--- config.mk ---
export PLATFORM = sky130hd
export DESIGN_NAME = ahb_simple_master
export DESIGN_NICKNAME = d
export VERILOG_FILES = /design/src/rtl/ahb_simple_master.sv
export SDC_FILE = /design/constraint.sdc
export NUM_CORES = 1
export LEC_CHECK = 0
export CORE_AREA = 2 2 119 121
export DETAILED_ROUTE_END_ITERATION = 6
export DIE_AREA = 0 0 121 123
export PLACE_DENSITY = 0.78
export REMOVE_ABC_BUFFERS = 1
export SYNTH_ARGS = -nofsm -noshare
export SYNTH_HDL_FRONTEND = slang
export SYNTH_SLANG_ARGS = --single-unit
--- constraint.sdc ---
create_clock -name HCLK -period 2.59 [get_ports HCLK]
set_input_delay 0.518 -clock HCLK [delete_from_list [all_inputs] [get_ports HCLK]]
set_output_delay 0.518 -clock HCLK [all_outputs]
set_load 0.02 [all_outputs]
--- src/rtl/ahb_simple_master.sv ---
// Single-outstanding AHB initiator: one command in, one NONSEQ SINGLE transfer out,
// one response back, with bounded RETRY/SPLIT re-issue.
module ahb_simple_master #(
    parameter int ADDR_WIDTH = 32,
    parameter int DATA_WIDTH = 32,
    parameter int MAX_RETRY  = 4
) (
    input  logic                  HCLK,
    input  logic                  HRESETn,
    input  logic                  cmd_valid,
    output logic                  cmd_ready,
    input  logic                  cmd_write,
    input  logic [ADDR_WIDTH-1:0] cmd_addr,
    input  logic [2:0]            cmd_size,
    input  logic [DATA_WIDTH-1:0] cmd_wdata,
    output logic                  rsp_valid,
    input  logic                  rsp_ready,
    output logic [DATA_WIDTH-1:0] rsp_rdata,
    output logic                  rsp_err,
    output logic [ADDR_WIDTH-1:0] HADDR,
    output logic [1:0]            HTRANS,
    output logic                  HWRITE,
    output logic [2:0]            HSIZE,
    output logic [2:0]            HBURST,
    output logic [DATA_WIDTH-1:0] HWDATA,
    input  logic [DATA_WIDTH-1:0] HRDATA,
    input  logic                  HREADY,
    input  logic [1:0]            HRESP
);
    localparam logic [2:0] ST_IDLE = 3'd0;
    localparam logic [2:0] ST_ADDR = 3'd1;
    localparam logic [2:0] ST_DATA = 3'd2;
    localparam logic [2:0] ST_ERR2 = 3'd3;
    localparam logic [2:0] ST_RSP  = 3'd4;

    localparam logic [1:0] TR_IDLE    = 2'b00;
    localparam logic [1:0] TR_NONSEQ  = 2'b10;
    localparam logic [1:0] RESP_OKAY  = 2'b00;
    localparam logic [1:0] RESP_ERROR = 2'b01;

    localparam logic [2:0] MAX_SIZE = 3'($clog2(DATA_WIDTH / 8));
    localparam int         RW       = (MAX_RETRY < 1) ? 1 : $clog2(MAX_RETRY + 1);

    logic [2:0]            state;
    logic [RW-1:0]         retry_cnt;
    logic [1:0]            resp_q;
    logic [DATA_WIDTH-1:0] wdata_q;
    logic [ADDR_WIDTH-1:0] align_mask;
    logic                  bad_cmd;

    // Oversized or misaligned commands are answered locally without touching the bus.
    assign align_mask = (ADDR_WIDTH'(1) << cmd_size) - ADDR_WIDTH'(1);
    assign bad_cmd    = (cmd_size > MAX_SIZE) || ((cmd_addr & align_mask) != '0);
    assign HBURST     = 3'b000;

    always_ff @(posedge HCLK or negedge HRESETn) begin
        if (!HRESETn) begin
            state     <= ST_IDLE;
            cmd_ready <= 1'b0;
            retry_cnt <= '0;
            resp_q    <= RESP_OKAY;
            wdata_q   <= '0;
            HTRANS    <= TR_IDLE;
            HADDR     <= '0;
            HWRITE    <= 1'b0;
            HSIZE     <= 3'd0;
            HWDATA    <= '0;
            rsp_valid <= 1'b0;
            rsp_rdata <= '0;
            rsp_err   <= 1'b0;
        end else begin
            case (state)
                ST_IDLE: begin
                    if (cmd_valid && cmd_ready) begin
                        cmd_ready <= 1'b0;
                        wdata_q   <= cmd_wdata;
                        if (bad_cmd) begin
                            state     <= ST_RSP;
                            rsp_err   <= 1'b1;
                            rsp_rdata <= '0;
                        end else begin
                            state  <= ST_ADDR;
                            HTRANS <= TR_NONSEQ;
                            HADDR  <= cmd_addr;
                            HWRITE <= cmd_write;
                            HSIZE  <= cmd_size;
                        end
                    end else begin
                        cmd_ready <= 1'b1;
                    end
                end
                ST_ADDR: begin
                    if (HREADY) begin
                        state  <= ST_DATA;
                        HTRANS <= TR_IDLE;
                        HWDATA <= HWRITE ? wdata_q : '0;
                    end
                end
                ST_DATA: begin
                    if (HRESP == RESP_OKAY) begin
                        if (HREADY) begin
                            state     <= ST_RSP;
                            rsp_err   <= 1'b0;
                            rsp_rdata <= HWRITE ? '0 : HRDATA;
                        end
                    end else if (HREADY) begin
                        // Single-cycle non-OKAY response is illegal; report it as an error.
                        state     <= ST_RSP;
                        rsp_err   <= 1'b1;
                        rsp_rdata <= '0;
                    end else begin
                        state  <= ST_ERR2;
                        resp_q <= HRESP;
                    end
                end
                ST_ERR2: begin
                    if (HREADY) begin
                        if (resp_q == RESP_ERROR || retry_cnt >= RW'(MAX_RETRY)) begin
                            state     <= ST_RSP;
                            rsp_err   <= 1'b1;
                            rsp_rdata <= '0;
                        end else begin
                            state     <= ST_ADDR;
                            retry_cnt <= retry_cnt + 1'b1;
                            HTRANS    <= TR_NONSEQ;
                        end
                    end
                end
                ST_RSP: begin
                    // rsp_valid rises one cycle after entering RSP; data/err are already stable.
                    if (!rsp_valid) begin
                        rsp_valid <= 1'b1;
                    end else if (rsp_ready) begin
                        rsp_valid <= 1'b0;
                        retry_cnt <= '0;
                        cmd_ready <= 1'b1;
                        state     <= ST_IDLE;
                    end
                end
                default: begin
                    state     <= ST_IDLE;
                    cmd_ready <= 1'b0;
                    HTRANS    <= TR_IDLE;
                end
            endcase
        end
    end
endmodule

# ---- Word level (Yosys, flattened, before mapping)
# Index checks and enable logic that the tools add are counted.
dict set report totals {
  reg_bits 145
  in_bits 107
  out_inout_bits 108
  word_cells 103
}
dict set report classes {
  add_sub_neg 2
  order_cmp 2
  n_eq_ne 16
  n_shift 1
  mux 44
  bitwise 6
  reduce_logical 19
}
# cell n
set ops {}
lappend ops {{32-bit 2-to-1 mux} 9}
lappend ops {{32-bit one-hot mux with 3 select lines} 1}
lappend ops {{3-bit 2-to-1 mux} 12}
lappend ops {{32-bit bitwise AND} 1}
lappend ops {{32-bit nonzero test} 1}
lappend ops {{1-bit by 3-bit << shifter with 32-bit output, first input constant} 1}
lappend ops {{32-bit by 2-bit subtractor with 32-bit output, second input constant} 1}
lappend ops {{2-bit inequality test, second input constant} 10}
lappend ops {{6-bit AND reduction} 3}
lappend ops {{3-bit one-hot mux with 5 select lines} 1}
lappend ops {{1-bit 2-to-1 mux} 12}
lappend ops {{2-bit 2-to-1 mux} 5}
lappend ops {{3-bit AND reduction} 3}
lappend ops {{2-bit one-hot mux with 4 select lines} 1}
lappend ops {{3-bit by 2-bit == test with 1-bit output, second input constant} 2}
lappend ops {{1-bit one-hot mux with 3 select lines} 2}
lappend ops {{3-bit one-hot mux with 2 select lines} 1}
lappend ops {{1-bit inverter} 5}
lappend ops {{5-bit AND reduction} 1}
lappend ops {{2-bit AND reduction} 2}
lappend ops {{3-bit by 1-bit adder with 3-bit output, second input constant} 1}
lappend ops {{3-bit by 1-bit == test with 1-bit output, second input constant} 1}
lappend ops {{3-bit == test, second input constant} 1}
lappend ops {{3-bit >= comparator, second input constant} 1}
lappend ops {{11 further kinds} 12}

# ---- Longest topological paths before layout
dict set report logic_depth {
  ltp_word 8
  ltp_mapped 9
  depth_no_buf 7
}

# ---- Least setup slack after synthesis
# OpenSTA, ideal clock, no wires.
dict set report synth_timing {
  path_kind {input to register}
  from {input port cmd_size[2]}
  to {register rsp_rdata[0]}
  setup_ns 0.079
  arrival_ns 2.371
  slack_ns 0.139
  path_stages 8
  n_path_buf 1
  path_cell_list {nand3_1 inv_1 ha_1 or2b_1 o2111a_2 a2111oi_4 buf_8 mux2i_1}
}
dict set report synth_via {
  elab_chain_len 7
}
# item line_no
set synth_rtl {}
lappend synth_rtl {{from (decl)} 14} ;# input logic [2:0] cmd_size,
lappend synth_rtl {{1-bit by 3-bit << shifter with 32-bit output} 52} ;# assign align_mask = (ADDR_WIDTH'(1) << cmd_size) - ADDR_WIDTH'(1);
lappend synth_rtl {{32-bit by 2-bit subtractor with 32-bit output} 52}
lappend synth_rtl {{32-bit bitwise AND} 53} ;# assign bad_cmd = (cmd_size > MAX_SIZE) || ((cmd_addr & align_mask) != '0);
lappend synth_rtl {{32-bit nonzero test} 53}
lappend synth_rtl {{1-bit logical OR *} 53}
lappend synth_rtl {{2-bit inequality test (no source line) *} n/a}
lappend synth_rtl {{6-bit AND reduction (no source line) *} n/a}
lappend synth_rtl {{to (signal assigned)} 104} ;# rsp_rdata <= HWRITE ? '0 : HRDATA;
lappend synth_rtl {{to (decl)} 18} ;# output logic [DATA_WIDTH-1:0] rsp_rdata,
# Mark *: on every way between the ends. The rest lies on a longest branch, timed or not.
# A chain may end at the register's enable or synchronous reset.

# ---- Worst setup path in the final report
dict set report layout_timing {
  from {input port cmd_size[2]}
  to {register rsp_rdata[21]}
}
# The elaborated chain is that of the path after synthesis.

==> run_results.csv <==
group,metric,value,unit
synthesis,ys_top_cells_by_count,"dfrtp_1 (144), nand2_1 (101), mux2_2 (69)",
timing,layout_min_cycle_time,2.46,ns
timing,worst_pin_slew,0.576,ns
die,core_area,0.0136,mm2
placed_design,post-place-ws,-0.321,ns
setup_path,worstSetupPathType,"in -> reg",
placed_design,dp_cells,879,
setup_path,ff2ff_setup_slack,0.49,ns
timing,slew_headroom,61.6,%
timing,final_hold_viol_count,0,
timing,rsz0062_at_grt,"no",
timing,max_freq,406,MHz
cells_and_area,finalNonFillerCells,913,
setup_path,cp.arrival,2.80,ns
cells_and_area,nets,829,
clock_network,h-tree-depth,4,
synthesis,synth.distinct_cells,44,
die,die_w,121,um
clock_network,cts.clk_slew.worst_paths,0.06,ns
routing,drc,0,
synthesis,synth_top_area_share,60.0,%
clock_network,cts_buffers,17,
synthesis,synth_cells,501,
pwr,power_density,1070,mW/mm2
clock_network,cts_tree,"yes",
synthesis,yosys_warnings,0,
routing,ant_nets,0,
setup_path,cp-start-kind,"primary input",
setup_path,required,2.92,ns
setup_path,critPathLaunch,"cmd_size[2]",
flow_run,cap_violations,0,
setup_path,crit_family,"buffers and inverters",
cells_and_area,n_antenna_cell,0,
routing,vias,4442,
global_route,grt_usage,19.6,%
global_route,first_global_vias,4550,
synthesis,synth_area_leaders,"dfrtp_1 (60%), mux2_2 (13%), nand2_1 (6.3%), mux2i_1 (5.5%), o21ai_0 (2.8%)",
timing,fin_setup_tns,0,ns
placed_design,dp_hpwl,10.1,mm
clock_network,cts_root_buffer,"clkbuf_16",
pwr,ir_worst_vdd,0.000578,V
synthesis,syn_avg_cell_area,12.0,um2
synthesis,yosysSeqAreaShare,60.0,%
cells_and_area,drive_gt1_share,17.9,%
routing,wl_per_cell,15.7,um
die,die_height,123,um
setup_path,critPathMaxStageDelay,0.49,ns
timing,finalSetupViolations,0,
global_route,overflow,0,
setup_path,reg2reg_depth,4,
cells_and_area,num-fill-cells,1030,
setup_path,crit_fanout,16,
setup_path,r2r_start,"state[0]",
timing,drv_slew,0,
timing,setup_slack,0.126,ns
die,io_pins,215,
timing,period_share,95.1,%
synthesis,postSynth.asyncResetShare,100,%
routing,routed_wl,14.4,mm
worst_hold_path,hold_class,"in -> async",
synthesis,syn_area,0.00601,mm2
global_route,grt_pass1_wl,22.5,mm
run_status,run_status,"completed",
cells_and_area,syn2layout_area_growth,48.9,%
clock_network,cts.sinks,144,
setup_path,worstSetupEndpointType,"flop",
timing,finClkSkew,0.00842,ns
setup_path,cp_slowest_cell,"clkdlybuf4s50_1",
setup_path,path_cells,"clkdlybuf4s50_1 -> nand3_1 -> ha_1 -> or2b_1 -> o2111a_2 -> a2111oi_4 -> buf_4 -> buf_6 -> mux2i_1",
cells_and_area,final_util,65.8,%
pwr,p_leak,3.77,nW
routing,vias_per_cell,4.87,
clock_network,insertion_delay,0.41,ns
placed_design,io_buffers,210,
placed_design,routabilityCongestion,0.792,
synthesis,yosysTopAreaCell,"dfrtp_1",
routing,dr.pass1.iters,4,
die,initial_utilization,44.2,%
synthesis,synth_flop_cell,"dfrtp_1",
global_route,grt_max_degree,65,
die,num_rows,43,
setup_path,reg2reg_to,"wdata_q[26]",
synthesis,synth_enable_flop_cells,0,
pwr,p_total,9.55,mW
setup_path,path_buf_inv,3,
clock_network,cts_buffer_depth,2,
synthesis,yosysMostFrequentCell,"dfrtp_1",
synthesis,ys_seq_elements,144,
die,die_area,0.0149,mm2
routing,drt_iter0_markers,247,
global_route,antenna_found_initial,0,
[power by group]
part | switching, mW | internal, mW
clock network | 0.903 | 1.69
logic | 1.63 | 1.81
registers | 0.470 | 3.05
total | 3.00 | 6.55
[how the worst max path moves through the flow]
| stage | to | slack (ns) | cells past startpoint |
|---|---|---|---|
| after CTS | rsp_rdata[25] | 0.10 | 8 |
| after floorplan | rsp_err | -0.97 | 7 |
| final | rsp_rdata[21] | 0.13 | 9 |
| after detailed placement | rsp_rdata[3] | -0.32 | 8 |
| after global placement | rsp_rdata[25] | -0.21 | 8 |
| after global routing | rsp_rdata[3] | 0.05 | 10 |
[sequential cells by signal (all words and copies together) (netlist names), 2 cells and up]
register,count
HSIZE,3
HADDR,32
wdata_q,32
retry_cnt,3
state,3
HWDATA,32
rsp_rdata,32
resp_q,2
[area by class of cell]
| type | count | area (um2) | area share [%] |
|---|---|---|---|
| Inverter | 34 | 128 | 1.43 |
| Clock inverter | 9 | 154 | 1.72 |
| Timing Repair Buffer | 228 | 2270 | 25.4 |
| Sequential cell | 144 | 3600 | 40.3 |
| Tap cell | 180 | 225 | 2.52 |
| Multi-Input combinational cell | 295 | 2090 | 23.4 |
| Clock buffer | 23 | 478 | 5.34 |
[logic make-up (layout without fill, tap and decap cells)]
logic type | Yosys count | in the layout | share of synthesized area, %
flops | 144 | 144 | 60.0
simple gates | 133 | 133 | 9.83
mux | 103 | 103 | 18.7
buf+inv | 65 | 294 | 5.66
compound gates | 53 | 53 | 5.41
fa+ha+maj | 2 | 2 | 0.416
other cells | 1 | 4 | 0.0624
[worst reg2reg max path, delay by kind of cell (launching register included)]
family        cells  cell delay [ns]
buf+inv           1             0.42
simple gates      2             0.61
flops             1             0.54
mux               1             0.41
[timing repair]
action	CTS	global route
hold buffers	0	0
setup endpoints to repair	0	1
setup buffers	0	1
gates resized for setup	0	1
[metrics by stage]
step           hold slack (ns)  cell area, um2
4_1_cts                 0.0469            8930
6_report                0.0419            8950
3_3_place_gp             0.464            8300
3_5_place_dp             0.471            8300
2_1_floorplan            0.222            5810
5_1_grt                 0.0691            8950
[metal layers]
layer | part of all wire, % | vias to the layer above | GRT usage (%)
met3 | 6.0 | 22 | 5.54
met2 | 51 | 162 | 33.3
li1 | - | 2102 | -
met5 | 0 | - | 0
met1 | 41 | 2156 | 23.3
met4 | 2.2 | 0 | 8.36
[placed cells by master, fill, tap and decap left out, types with 2 or more instances in the layout]
master,count
a21oi_1,9
a31o_2,2
buf_4,15
buf_6,2
bufinv_16,4
clkbuf_1,3
clkbuf_16,18
clkbuf_8,3
clkdlybuf4s50_1,209
clkinv_2,2
clkinvlp_4,2
conb_1,4
dfrtp_1,144
ha_1,2
inv_1,34
mux2_2,69
mux2i_1,33
nand2_1,101
nor2_1,8
nor2b_1,3
nor3_1,5
o21ai_0,34
Note: power is estimated with default switching activity, not from simulation.
